--- src/rtl/mem_port_arbiter.sv ---
// Round-robin arbiter sharing one Avalon-style memory port between instruction
// fetch and data load/store, with wait-state support and stall timeout.
module mem_port_arbiter #(
    parameter int TIMEOUT = 255,
    parameter int CNT_W   = 16
) (
    input  logic        clk,
    input  logic        reset,
    input  logic        instr_req,
    input  logic [31:0] instr_address,
    output logic        instr_done,
    output logic [31:0] instr_readdata,
    input  logic        data_req,
    input  logic        data_write,
    input  logic [31:0] data_address,
    input  logic [3:0]  data_byteenable,
    input  logic [31:0] data_writedata,
    output logic        data_done,
    output logic [31:0] data_readdata,
    output logic [31:0] mem_address,
    output logic        mem_read,
    output logic        mem_write,
    output logic [3:0]  mem_byteenable,
    output logic [31:0] mem_writedata,
    input  logic        mem_waitrequest,
    input  logic [31:0] mem_readdata,
    output logic        busy,
    output logic        timeout_err
);

    typedef enum logic [1:0] {IDLE, SERVE_I, SERVE_D, RESP} state_t;

    state_t             state;
    logic               last_d;
    logic [CNT_W-1:0]   stall_cnt;
    logic               serving;
    logic               stall_limit;
    logic               svc_end;

    assign serving     = (state == SERVE_I) || (state == SERVE_D);
    assign stall_limit = (stall_cnt == CNT_W'(TIMEOUT - 1));
    // Access ends either on a completed handshake or on the last allowed stall cycle.
    assign svc_end     = serving && (!mem_waitrequest || stall_limit);
    assign busy        = (state != IDLE);

    always_ff @(posedge clk or posedge reset) begin
        if (reset) begin
            state          <= IDLE;
            last_d         <= 1'b0;
            stall_cnt      <= '0;
            mem_address    <= '0;
            mem_byteenable <= '0;
            mem_writedata  <= '0;
            mem_read       <= 1'b0;
            mem_write      <= 1'b0;
            instr_done     <= 1'b0;
            data_done      <= 1'b0;
            instr_readdata <= '0;
            data_readdata  <= '0;
            timeout_err    <= 1'b0;
        end else begin
            instr_done <= 1'b0;
            data_done  <= 1'b0;
            case (state)
                IDLE: begin
                    if (data_req && (!instr_req || !last_d)) begin
                        mem_address    <= data_address;
                        mem_byteenable <= data_byteenable;
                        mem_writedata  <= data_writedata;
                        mem_read       <= !data_write;
                        mem_write      <= data_write;
                        last_d         <= 1'b1;
                        stall_cnt      <= '0;
                        state          <= SERVE_D;
                    end else if (instr_req) begin
                        mem_address    <= instr_address;
                        mem_byteenable <= 4'b1111;
                        mem_writedata  <= '0;
                        mem_read       <= 1'b1;
                        mem_write      <= 1'b0;
                        last_d         <= 1'b0;
                        stall_cnt      <= '0;
                        state          <= SERVE_I;
                    end
                end
                SERVE_I, SERVE_D: begin
                    if (svc_end) begin
                        if (mem_waitrequest) begin
                            timeout_err <= 1'b1;
                            if (state == SERVE_I) instr_readdata <= '1;
                            else                  data_readdata  <= '1;
                        end else if (state == SERVE_I) begin
                            instr_readdata <= mem_readdata;
                        end else if (!mem_write) begin
                            data_readdata <= mem_readdata;
                        end
                        mem_read   <= 1'b0;
                        mem_write  <= 1'b0;
                        instr_done <= (state == SERVE_I);
                        data_done  <= (state == SERVE_D);
                        state      <= RESP;
                    end else begin
                        stall_cnt <= stall_cnt + 1'b1;
                    end
                end
                RESP:    state <= IDLE;
                default: state <= IDLE;
            endcase
        end
    end

endmodule

--- config.mk ---
export PLATFORM = sky130hd
export DESIGN_NAME = mem_port_arbiter
export DESIGN_NICKNAME = d
export VERILOG_FILES = /design/src/rtl/mem_port_arbiter.sv
export SDC_FILE = /design/constraint.sdc
export NUM_CORES = 1
export LEC_CHECK = 0
export CAP_MARGIN = 15
export CORE_ASPECT_RATIO = 0.7
export CORE_MARGIN = 3
export CORE_UTILIZATION = 43
export DETAILED_ROUTE_END_ITERATION = 12
export HOLD_SLACK_MARGIN = 0.12
export PLACE_DENSITY = 0.79
export SYNTH_ARGS = -nofsm -noshare
export SYNTH_HDL_FRONTEND = slang
export SYNTH_SLANG_ARGS = --single-unit
--- constraint.sdc ---
create_clock -name clk -period 7.27 [get_ports clk]
set_clock_uncertainty 0.15 [all_clocks]
set_input_delay 1.0905 -clock clk [delete_from_list [all_inputs] [get_ports clk]]
set_output_delay 1.0905 -clock clk [all_outputs]
set_load 0.02 [all_outputs]
# Word level (Yosys, flattened, before mapping)
# Cells that the tools add are included.
[op_classes]
bitwise = 1
mux = 33
n_eq_ne = 8
add_sub_neg = 1
reduce_logical = 21
[op_table]
columns = ["op", "count"]
rows = [
  ["32-bit two-way mux", 11],
  ["16-bit two-way mux", 3],
  ["16-bit one-hot mux with 2 select lines", 1],
  ["16-bit by 1-bit adder with 16-bit output, second input constant", 1],
  ["16-bit by 8-bit equality test with 1-bit output, second input constant", 1],
  ["3-bit AND reduction", 4],
  ["1-bit two-way mux", 10],
  ["4-bit two-way mux", 2],
  ["2-bit two-way mux", 3],
  ["2-bit one-hot mux with 3 select lines", 1],
  ["2-bit nonzero test", 3],
  ["2-bit equality test, second input constant", 2],
  ["1-bit logical NOT", 4],
  ["2-bit != test, second input constant", 2],
  ["1-bit one-hot mux with 2 select lines", 2],
  ["2-bit AND reduction", 2],
  ["4-bit AND reduction", 1],
  ["1-bit logical OR", 3],
  ["3-bit != test, second input constant", 1],
  ["2-bit by 1-bit equality test with 1-bit output, second input constant", 1],
  ["1-bit logical AND", 2],
  ["2-bit logical NOT", 1],
  ["2-bit by 1-bit != test with 1-bit output, second input constant", 1],
  ["2-bit OR reduction", 1],
  ["1-bit NOT", 1],
]
[totals]
output_inout_bits = 138
register_bits = 156
elab_cells = 77

# Longest topological paths before layout
[depth]
depth_word = 5
mapped_depth = 8
ltp_nobuf = 6

# Least setup slack after synthesis
# No wires, ideal clock.
[synth_path]
path_type = "input-to-reg"
from = "input port data_req"
to = "register mem_writedata[10]"
setup_slack_ns = 4.871
path_stages = 6
required_ns = 7.054
n_path_buf = 3
t_arrival_ns = 2.183
cell_sequence = "a21boi_0 clkbuf_1 and2_1 clkbuf_1 buf_2 a22o_1"
[synth_via]
elab_chain_len = 3
[synth_rtl]
columns = ["item", "line", "rtl"]
rows = [
  ["start: declaration", "13", "input logic data_req,"],
  ["1-bit logical AND (*)", "66", "if (data_req && (!instr_req || !last_d)) begin"],
  ["2-bit nonzero test (no line)", "-", ""],
  ["2-bit AND reduction (no line)", "-", ""],
  ["end signal: assignment", "69", "mem_writedata <= data_writedata;"],
  ["end: declaration", "24", "output logic [31:0] mem_writedata,"],
]
# Every way passes the cells marked *; elsewhere a longest branch is shown, timed or not.
# A chain may end at the register's enable or synchronous reset.

# Final worst setup path
[layout_path]
from = "input port mem_waitrequest"
to = "register stall_cnt[4]"
[layout_via]
elab_chain_len = 5
[layout_rtl]
columns = ["item", "line", "rtl"]
rows = [
  ["start: declaration", "25", "input logic mem_waitrequest,"],
  ["1-bit logical NOT", "43", "assign svc_end = serving && (!mem_waitrequest || stall_limit);"],
  ["1-bit logical OR", "43", ""],
  ["1-bit logical AND", "43", ""],
  ["2-bit != test (no line)", "-", ""],
  ["3-bit AND reduction (no line)", "-", ""],
  ["end signal: assignment", "103", "stall_cnt <= stall_cnt + 1'b1;"],
  ["end: declaration", "35", "logic [CNT_W-1:0] stall_cnt;"],
]
# No other way between the ends.

==> summary.txt <==
Place
  – HPWL after detailed placement: 13,850 µm
  – Place WS: 3.503 ns
  – RePlAce Congestion: 0.8506
  – Placed Area: 9433 µm²
  – # port buffers: 275

Logic synthesis
  – Synth Area in XOR/XNOR: 0
  – Most common cell in the synthesized netlist: dfrtp_1
  – Synth unique cells: 48
  – Synthesized area: 6561 µm²
  – Syn Inst Count: 524
  – Post-synth ARST share: 1.000
  – Share of the synthesized area in the top cell type: 0.5950
  – Yosys warnings: 0
  – Simple-gate share of the synthesized area: 0.08276
  – Sequential area share after synthesis: 0.5950
  – Avg Cell Area, Syn: 12.52 µm²
  – Synth Area in Adders: 0.009535
  – Post-synth top cells: dfrtp_1, o32a_1, nand2_1, o21ai_0, a22o_1
  – Seq cells post-synth: 156
  – Number of synthesized flops with an enable pin: 0
  – Synth Flop Type: dfrtp_1
  – Largest family of logic cells by synthesized area: compound AO/OA/AOI/OAI gates
  – Mux contribution to synthesized area: 0.05378
  – Leading post-synthesis cells by cell area: dfrtp_1, o32a_1, mux2i_1, a22o_1, o21ai_0
  – Syn Nets: 667
  – Yosys top cell by area: dfrtp_1
  – Post-synthesis compound-gate area fraction: 0.2176

STA
  – Slew HR: 0.4338
  – Setup_tns: 0 ns
  – Final setup viols: 0
  – Final Worst Setup Slack: 4.085 ns
  – Fin crit period: 3.185 ns
  – Max Freq: 314.0 MHz
  – Final Hold Vio Count: 0
  – Max-slew violations: 0
  – Tcrit/Tclk final: 0.4381
  – Slew @ Worst Pin: 0.8493 ns
  – RSZ-0062 raised after global routing: false

Power
  – Flop pwr share: 0.322
  – Lkg Pwr: 4.095 nW
  – Comb pwr share: 0.502
  – Switch share: 0.3917
  – Worst vdd ir: 0.2194 mV
  – Internal power: 2.827 mW
  – Pwr dens: 463.4 nW/µm²
  – Design Power: 4.647 mW
  – Clk pwr share: 0.176
  – Sw Pwr: 1.820 mW

Critical path
  – Top fanout value on the critical path: 11
  – Crit path DAT: 3.29 ns
  – Crit path kind: primary input to flop
  – CP required: 7.38 ns
  – Reg2reg setup slack: 4.29 ns
  – R2R cell count: 7
  – CP Launch Type: primary input
  – Endpoint class of the critical path: flop
  – Reg2reg start: state[0]
  – Critical R2R Capture: stall_cnt[11]

Clock tree
  – Post-CTS resize count: 0
  – TritonCTS Sinks: 156
  – Cts bufs inserted: 17
  – TritonCTS clock tree: done
  – Hold buffer count at cts: 0
  – Worst-Skew Late Latency: 0.41 ns
  – CTS HTree Levels: 4
  – Clock slew at the register clock pins of the worst setup and hold paths: 0.06 ns
  – Clock root buffer: clkbuf_16
  – Post-CTS Setup Bufs: 0
  – CTS Buffer Depth: 2

Final layout
  – Synth-to-Final Area Change: 52.84%
  – Fill count: 1,071
  – Post-Layout Inst Area: 10,030 µm²
  – Share of layout cells above drive strength 1: 0.07528
  – Fin nets: 927
  – Sequential Area: 3904 µm²
  – Ant diodes: 0
  – Area of the multi-input gates: 2415 µm²

Detailed routing
  – Drt pass-1 iters: 5
  – DR DRC count: 0
  – Total Wirelength: 19,060 µm
  – Total number of vias: 5,553
  – DR iter-0 viols: 490
  – Post-route ant nets: 0
  – Vias/cell: 5.598
  – WL per Instance: 19.21 µm

Floorplan
  – Die H: 109.4 µm
  – Die area: 16,800 µm²
  – Initial Utilization: 0.4429
  – Num rows: 37
  – Die width: 153.6 µm
  – Core Area: 14,810 µm²
  – # IOs: 276

Global routing
  – Initial antenna violation count: 0
  – Global Route Usage Sum: 0.2253
  – Overflow after GRT: 0
  – Largest net degree at the start of global routing: 94
  – Number of global-route vias before repair: 5,608
  – First-pass GRT wire length: 30,140 µm

Hold path
  – Worst hold path cell count: 2
  – Hold Path Sink: mem_address[29]
  – Hold Path Class: flop to flop
  – HP Start: mem_address[29]

Flow run
  – Max Cap Viol: 0

Run status
  – Outcome: finished, final reports clean
-- kinds of logic (layout without fill, tap and decap cells) --
logic type | Yosys count | after routing
fa+ha+maj | 5 | 5
mux | 35 | 35
simple gates | 97 | 97
flops | 156 | 156
buf+inv | 58 | 331
compound gates | 173 | 173
-- layout by cell type, fill, tap and decap left out, types with 3 or more instances in the layout --
| master | count |
|---|---|
| a21oi_1 | 3 |
| a22o_1 | 34 |
| a31oi_1 | 14 |
| and3_1 | 3 |
| and4_1 | 3 |
| buf_4 | 6 |
| clkbuf_1 | 4 |
| clkbuf_16 | 17 |
| clkdlybuf4s50_1 | 275 |
| clkinv_2 | 3 |
| clkinv_4 | 3 |
| clkinvlp_4 | 3 |
| dfrtp_1 | 156 |
| ha_1 | 5 |
| inv_1 | 11 |
| mux2i_1 | 33 |
| nand2_1 | 40 |
| nand2b_1 | 3 |
| nand3_1 | 10 |
| nand4_1 | 5 |
| nor2_1 | 5 |
| nor3_1 | 3 |
| nor4_1 | 6 |
| o21ai_0 | 36 |
| o22a_1 | 4 |
| o32a_1 | 58 |
| o32a_2 | 6 |
| or4_1 | 7 |
-- worst max path at each step --
stage,startpoint,endpoint,slack (ns),cells past startpoint
3_3_place_gp,mem_waitrequest,data_readdata[12],3.50,5
2_1_floorplan,reset,data_done,1.82,1
6_report,mem_waitrequest,stall_cnt[4],4.09,5
5_1_grt,mem_waitrequest,stall_cnt[5],3.91,5
3_5_place_dp,mem_waitrequest,stall_cnt[11],3.50,5
4_1_cts,mem_waitrequest,stall_cnt[11],3.90,5
-- registers in the layout, summed over array words and instances (netlist names) --
signal,flops
stall_cnt,16
mem_address,32
mem_read,1
instr_readdata,32
instr_done,1
mem_write,1
timeout_err,1
mem_writedata,32
state,2
mem_byteenable,4
data_readdata,32
data_done,1
last_d,1
-- power groups by stage --
stage / Sequential, mW / Clock (mW) / Combinational (mW)
2_1_floorplan: 1.89 / 0 / 0.879
5_1_grt: 1.55 / 0.874 / 2.49
3_3_place_gp: 1.49 / 0 / 2.24
6_report: 1.49 / 0.820 / 2.33
4_1_cts: 1.49 / 0.834 / 2.32
3_5_place_dp: 1.50 / 0 / 2.31
-- through the flow --
step | hold slack (ns) | cells | util
2_1_floorplan | 0.2920 | 524 | -
3_3_place_gp | 0.3085 | 956 | 0.6357
3_5_place_dp | 0.3191 | 957 | 0.6367
4_1_cts | 0.3322 | 989 | 0.6737
5_1_grt | 0.3551 | 992 | 0.6769
6_report | 0.3241 | 992 | 0.6769
-- cell type report --
class                           count  share of cell area
Inverter                           14            0.005739
Multi-Input combinational cell    310              0.2408
Timing Repair Buffer              285              0.2852
Clock inverter                     10            0.009357
Clock buffer                       22             0.04529
Sequential cell                   156              0.3893
Tap cell                          195             0.02433
-- critical path, cell delays in order --
cell	delay, ns
clkdlybuf4s50_1	0.71
nor2b_1	0.10
or3_1	0.47
a21oi_1	0.70
o221ai_1	0.21
-- routing by layer --
metal,track usage,up-vias,part of all wire
li1,-,2553,-
met1,0.2952,2692,0.42
met2,0.3630,285,0.48
met3,0.07592,23,0.088
met4,0.06301,0,0.015
met5,0,-,0
(Power assumes the default switching activity.)
